$ cat config.mk
export PLATFORM = sky130hd
export DESIGN_NAME = mips_run_ctrl
export DESIGN_NICKNAME = d
export VERILOG_FILES = /design/src/rtl/mips_run_ctrl.sv
export SDC_FILE = /design/constraint.sdc
export NUM_CORES = 1
export LEC_CHECK = 0
export CAP_MARGIN = 20
export CORE_ASPECT_RATIO = 2
export CORE_MARGIN = 2
export CORE_UTILIZATION = 25
export CTS_CLUSTER_DIAMETER = 150
export DETAILED_ROUTE_END_ITERATION = 6
export DONT_BUFFER_PORTS = 1
export RECOVER_POWER = 100
export REMOVE_ABC_BUFFERS = 1
export SLEW_MARGIN = 40
export SYNTH_ARGS = -nofsm -noshare
export SYNTH_HDL_FRONTEND = slang
export SYNTH_SLANG_ARGS = --single-unit
$ cat constraint.sdc
create_clock -name clk -period 3.2 [get_ports clk]
set_input_delay 0.48 -clock clk [delete_from_list [all_inputs] [get_ports clk]]
set_output_delay 0.48 -clock clk [all_outputs]
set_load 0.01 [all_outputs]
$ cat src/rtl/mips_run_ctrl.sv
// mips_run_ctrl: run controller for the pipelined mips core in the simulation harness.
// Holds the core in reset for RST_CYCLES after a start request, then lets it run.
// While running it counts cycles and retired instructions. It stops the run in DONE
// on a halt-PC match or on a jump-to-self loop, and in TOUT when the cycle budget
// is exhausted.
//
// Ports:
//   clk        harness clock, rising-edge
//   reset      synchronous, active-low controller reset
//   start      single-cycle run request (honoured in IDLE, DONE, TOUT)
//   pc_valid   one retirement this cycle
//   pc         PC of the retired instruction
//   halt_pc    termination address
//   core_reset active-high reset to the core
//   running    high in RUN
//   done       high in DONE
//   timeout    high in TOUT
//   cycle_cnt  RUN cycles elapsed (saturating)
//   instr_cnt  retirements counted in RUN (saturating)
//
// state | meaning
// IDLE  | after reset, core held in reset, waiting for start
// RST   | core reset hold, hold_cnt counts down to zero
// RUN   | core released, counting, watching for halt/timeout
// DONE  | normal termination, counters frozen
// TOUT  | aborted on cycle budget, counters frozen

module mips_run_ctrl #(
  parameter int PC_W        = 32,
  parameter int CNT_W       = 32,
  parameter int RST_CYCLES  = 4,
  parameter int HALT_REPEAT = 8,
  parameter int TIMEOUT     = 100000
) (
  input  logic             clk,
  input  logic             reset,
  input  logic             start,
  input  logic             pc_valid,
  input  logic [PC_W-1:0]  pc,
  input  logic [PC_W-1:0]  halt_pc,
  output logic             core_reset,
  output logic             running,
  output logic             done,
  output logic             timeout,
  output logic [CNT_W-1:0] cycle_cnt,
  output logic [CNT_W-1:0] instr_cnt
);

  localparam int HOLD_W  = $clog2(RST_CYCLES + 1);
  localparam int STALL_W = $clog2(HALT_REPEAT);

  localparam logic [HOLD_W-1:0]  HOLD_LOAD  = HOLD_W'(RST_CYCLES - 1);
  localparam logic [STALL_W-1:0] STALL_LAST = STALL_W'(HALT_REPEAT - 1);
  localparam logic [CNT_W-1:0]   CYC_LAST   = CNT_W'(TIMEOUT - 1);

  typedef enum logic [2:0] {
    IDLE = 3'd0,
    RST  = 3'd1,
    RUN  = 3'd2,
    DONE = 3'd3,
    TOUT = 3'd4
  } state_t;

  state_t             state;
  logic [HOLD_W-1:0]  hold_cnt;
  logic [STALL_W-1:0] stall_cnt;
  logic [PC_W-1:0]    last_pc;

  logic               pc_same;
  logic [STALL_W-1:0] stall_inc;
  logic               halt_hit;

  assign pc_same   = (pc == last_pc);
  assign stall_inc = stall_cnt + 1'b1;
  // A halt-PC match wins over loop detection; both only count on a retirement.
  assign halt_hit  = pc_valid && ((pc == halt_pc) || (pc_same && stall_inc == STALL_LAST));

  always_ff @(posedge clk) begin
    if (!reset) begin
      state      <= IDLE;
      hold_cnt   <= '0;
      stall_cnt  <= '0;
      last_pc    <= '0;
      core_reset <= 1'b1;
      running    <= 1'b0;
      done       <= 1'b0;
      timeout    <= 1'b0;
      cycle_cnt  <= '0;
      instr_cnt  <= '0;
    end else begin
      case (state)
        IDLE: begin
          if (start) begin
            state    <= RST;
            hold_cnt <= HOLD_LOAD;
          end
        end

        RST: begin
          if (hold_cnt == '0) begin
            state      <= RUN;
            core_reset <= 1'b0;
            running    <= 1'b1;
            cycle_cnt  <= '0;
            instr_cnt  <= '0;
            stall_cnt  <= '0;
            last_pc    <= '0;
          end else begin
            hold_cnt <= hold_cnt - 1'b1;
          end
        end

        RUN: begin
          if (!(&cycle_cnt)) cycle_cnt <= cycle_cnt + 1'b1;
          if (pc_valid) begin
            if (!(&instr_cnt)) instr_cnt <= instr_cnt + 1'b1;
            last_pc   <= pc;
            stall_cnt <= pc_same ? stall_inc : '0;
          end
          if (halt_hit) begin
            state      <= DONE;
            core_reset <= 1'b1;
            running    <= 1'b0;
            done       <= 1'b1;
          end else if (cycle_cnt == CYC_LAST) begin
            state      <= TOUT;
            core_reset <= 1'b1;
            running    <= 1'b0;
            timeout    <= 1'b1;
          end
        end

        DONE, TOUT: begin
          // Counters stay visible through the new hold; RUN entry clears them.
          if (start) begin
            state    <= RST;
            hold_cnt <= HOLD_LOAD;
            done     <= 1'b0;
            timeout  <= 1'b0;
          end
        end

        default: state <= IDLE;
      endcase
    end
  end

endmodule

Yosys cells after proc, flatten, opt, wreduce, memory -nomap -nowiden

Cells that the tools add are included.

Flip-flop bits (word level): 109
Logic and storage cells: 86
Output and inout bits: 68

Reduce and logical (&&, ||, !) cells: 20
$add $sub $neg: 4
Mux-type cells: 33
Eq/ne operators: 19

Operators by type and width:

| operator                                                           | count |
|---|---|
| 32-bit case mux with 2 select lines                                | 3 |
| 32-bit 2-to-1 mux                                                  | 5 |
| 32-bit by 1-bit adder with 32-bit output, second input constant    | 2 |
| 32-bit == test                                                     | 2 |
| 32-bit AND reduction                                               | 2 |
| 32-bit by 17-bit == test with 1-bit output, second input constant  | 1 |
| 3-bit 2-to-1 mux                                                   | 9 |
| 2-bit inequality test, second input constant                       | 9 |
| 3-bit AND reduction                                                | 6 |
| 3-bit case mux with 2 select lines                                 | 2 |
| 1-bit 2-to-1 mux                                                   | 9 |
| 3-bit case mux with 3 select lines                                 | 1 |
| 1-bit case mux with 2 select lines                                 | 4 |
| 4-bit AND reduction                                                | 2 |
| 3-bit by 2-bit == test with 1-bit output, second input constant    | 2 |
| 3-bit == test, second input constant                               | 2 |
| 3-bit zero test                                                    | 2 |
| 2-bit nonzero test                                                 | 3 |
| 3-bit by 1-bit adder with 3-bit output, second input constant      | 1 |
| 3-bit by 1-bit == test with 1-bit output, second input constant    | 1 |
| 3-bit inequality test, second input constant                       | 1 |
| 3-bit OR reduction                                                 | 1 |
| 3-bit by 1-bit subtractor with 3-bit output, second input constant | 1 |
| 1-bit logical AND                                                  | 2 |
| 3 further kinds                                                    | 3 |

Depth between registers and ports, before layout

Word-level depth: 7
Gate-level depth with buffers: 10
Depth with buffers taken out: 9

Worst setup path after synthesis

No wires, ideal clock.

Path type: reg-to-reg
Start: register state[2]
End: register cycle_cnt[17]
Cell stages (with the launch flop): 9
Data arrival time: 2.285 ns
Data required time: 3.072 ns
Buffers on the path: 1
Slack: 0.788 ns
Cell sequence: dfxtp_1 buf_6 or3b_4 or4_4 or4_4 nand2_1 nor3_1 xnor2_1 nor2_1

Cells in the longest elaborated chain, start to end: 3
Elaborated cells between the ends (all ways): 7
Classes of those cells: eq/ne: 4; mux: 1; reduce/logical: 2

Ends and longest elaborated chain:

| item                                                                                                 | RTL line | text |
|---|---|---|
| from (decl)                                                                                          | 64       | `state_t state;` |
| from (signal assigned)                                                                               | 80       | `state <= IDLE;` |
| from (signal assigned)                                                                               | 94       | `state <= RST;` |
| from (signal assigned)                                                                               | 101      | `state <= RUN;` |
| 3-bit by 2-bit == test with 1-bit output or 3-bit by 1-bit == test with 1-bit output (tied branches) | 91       | `case (state)` |
| 2-bit inequality test (no source line) or 2-bit nonzero test (tied branches)                         | n/a      |  |
| 3-bit AND reduction (no source line)                                                                 | n/a      |  |
| to (signal assigned)                                                                                 | 114      | `if (!(&cycle_cnt)) cycle_cnt <= cycle_cnt + 1'b1;` |
| to (decl)                                                                                            | 45       | `output logic [CNT_W-1:0] cycle_cnt,` |

Parallel ways exist; a longest one is shown, timed or not.
A chain may end at the register's enable or synchronous reset.

Worst setup path after layout

Start: register state[1]
End: register cycle_cnt[24]

The elaborated chain is that of the path after synthesis.

==> impl_metrics.tcl <==
set metrics [dict create \
    stdcell_count 936 \
    design.core.area_um2 22000 \
    dr_total_vias 4775 \
    layout_common_cells "dfxtp_1, nor2_1, xnor2_1" \
    async_flop_share 0 \
    n_antenna_cell 0 \
    path_cells "or3b_1 -> or4_4 -> or4_1 -> nand4_1 -> nor3_1 -> xnor2_1 -> nor2_1" \
    synthDistinctLibCells 54 \
    maxSlewHeadroom 0.227 \
    fp.dieArea_um2 23600 \
    clockBufferDepth 2 \
    ant_nets 0 \
    max_freq_mhz 340 \
    p_seq_frac 0.508 \
    grt_pass1_wl_um 25000 \
    hold_violations 0 \
    yosys.area.top_type "dfxtp_1" \
    cts_resized 0 \
    fin_worst_skew_ns 0.0144 \
    fin_area_um2 6160 \
    cts_sinks 109 \
    wirelength_um 16200 \
    whs_ns 0.239 \
    cts-htree-levels 3 \
    arrival_ns 3.15 \
    crit_type "reg -> reg" \
    post_drt_wl_per_cell_um 17.3 \
    fillers 2374 \
    synthCells 660 \
    post-cts-setup-buffers 0 \
    slew_viol_final 0 \
    rsz0062_at_grt "no" \
    grt_max_degree 47 \
    row_count 77 \
    peakVddDrop_uv 233 \
    port_buffers 0 \
    fin_crit_ns 2.94 \
    io_pins 136 \
    p_sw_mw 0.722 \
    cpPeakStageDelay_ns 0.59 \
    initial_core_util 0.254 \
    mostFrequentLayoutCell "dfxtp_1" \
    p_sw_frac 0.265 \
    place_congestion 0.868 \
    cts_tree "done" \
    power_density_nw_per_um2 442 \
    setup_ws_ns 0.263 \
    postCtsHoldBufs 0 \
    drcViolationCount 0 \
    post-route-period-util 0.918 \
    fin_util 0.281 \
    hold_class "in -> reg" \
    numCtsBuffers 9 \
    dp_hpwl_um 12500 \
    endpoint_kind "flop" \
    clock_latency_ns 0.37 \
    dp_cells 920 \
    die_y_um 215 \
    yosysWarningCount 0 \
    setup_violations 0 \
    pwr-share-clk 0.415 \
    die_w_um 110 \
    cap_violations 0 \
    path_clk_slew_ns 0.08 \
    grt_usage 0.140 \
    nNetsFinal 729 \
    synthDominantCellAreaShare 0.392 \
    synth_area_leaders "dfxtp_1, xnor2_1, nor2_1" \
    yosysSeqAreaShare 0.392 \
    critical-path-slowest-cell "or4_4" \
    gr-total-overflow 0 \
    antenna_found_initial 0 \
    syn2layout_area_growth_pct 10.6 \
    drt_iter0_markers 239 \
    drt-vias-per-instance 5.10 \
    critical_path_required_ns 3.41 \
    synth_ff_type "dfxtp_1" \
    path_max_fanout 11 \
    clockRootBuffer "clkbuf_16" \
    preCtsSetupSlack_ns 0.450 \
    place_area_um2 5900 \
    p_comb_frac 0.077 \
    outcome "complete, no violations" \
    drive_above_1_share 0.0545 \
    syn_avg_cell_area_um2 8.44 \
    ys_seq_elements 109 \
    first_global_vias 4448 \
    syn_area_um2 5570 \
    synth_edf_count 0 \
    start_kind "flop" \
    worstMarginPinSlew_ns 1.16 \
    dr.pass1.iters 6 \
    power.internal_mw 2.00 \
    leakage_nw 1.83 \
]
==> metrics by stage <==
step           TNS (ns)  power, mW
5_1_grt               0       2.84
6_report              0       2.72
3_5_place_dp          0       1.63
4_1_cts               0       2.78
2_1_floorplan   -137.34       1.56
3_3_place_gp          0       1.63
==> synth_stat cells, types with 8 or more instances <==
library cell / count
nor3_1: 14
nand2_1: 45
nand3_1: 18
or3_1: 23
nand4_1: 34
xnor2_1: 85
a22oi_1: 33
dfxtp_1: 109
a21oi_1: 31
and4_1: 8
o21ai_0: 27
inv_1: 14
clkbuf_1: 16
xor2_1: 20
nor4_1: 19
nor2_1: 94
==> worst paths after layout <==
check                           slack (ns)        start            end  depth (start not counted)
worst max register to register        0.26     state[1]  cycle_cnt[24]                          7
worst max-delay path                  0.26     state[1]  cycle_cnt[24]                          7
worst min-delay path                  0.24        reset        running                          2
worst min register to register        0.47  hold_cnt[0]    hold_cnt[0]                          1
==> metal layers <==
metal  share of wire  global-route usage  wire, um
met3           0.069              0.0443      1120
met4           0.036              0.0679       591
met5               0                   0         0
met1            0.35               0.136      5720
met2            0.54               0.257      8800
==> layout make-up <==
| type | count | area (um^2) | area share |
|---|---|---|---|
| flip-flops and latches | 109 | 2180 | 0.354 |
| well taps | 276 | 345 | 0.0560 |
| repair buffers | 8 | 62.6 | 0.0102 |
| multi-input cells | 512 | 3220 | 0.523 |
| clock inverters | 7 | 68.8 | 0.0112 |
| inverters | 15 | 57.6 | 0.00934 |
| clock buffers | 9 | 225 | 0.0365 |
==> flip-flops by register name (all words and copies together) (netlist names) <==
register and cells:
core_reset 1, cycle_cnt 32, done 1, hold_cnt 3, instr_cnt 32, last_pc 32
running 1, stall_cnt 3, state 3, timeout 1
==> power groups by stage <==
stage	Combinational (mW)	Clock (mW)	Sequential [mW]
after floorplan	0.149	0	1.41
after global placement	0.216	0	1.41
after detailed placement	0.216	0	1.42
after CTS	0.217	1.18	1.38
after global routing	0.236	1.22	1.39
final	0.210	1.13	1.38
==> worst max-delay path, delay by kind of cell (launching register included) <==
family | cells | cell delay, ns
flops | 1 | 0.53
simple gates | 6 | 2.09
xor+xnor | 1 | 0.15
==> cell families (layout without fill, tap and decap cells) <==
| kind of cell | count (synthesis) | after routing | share of synthesized area |
|---|---|---|---|
| adder cells (fa/ha/maj) | 6 | 6 | 0.0135 |
| flip-flops | 109 | 109 | 0.392 |
| multiplexers | 1 | 1 | 0.00180 |
| AND/OR/NAND/NOR | 294 | 294 | 0.279 |
| AO/OA/AOI/OAI | 106 | 106 | 0.118 |
| buffers and inverters | 39 | 39 | 0.0310 |
| XOR/XNOR | 105 | 105 | 0.165 |
No activity file was read; power rests on OpenSTA's default activity.
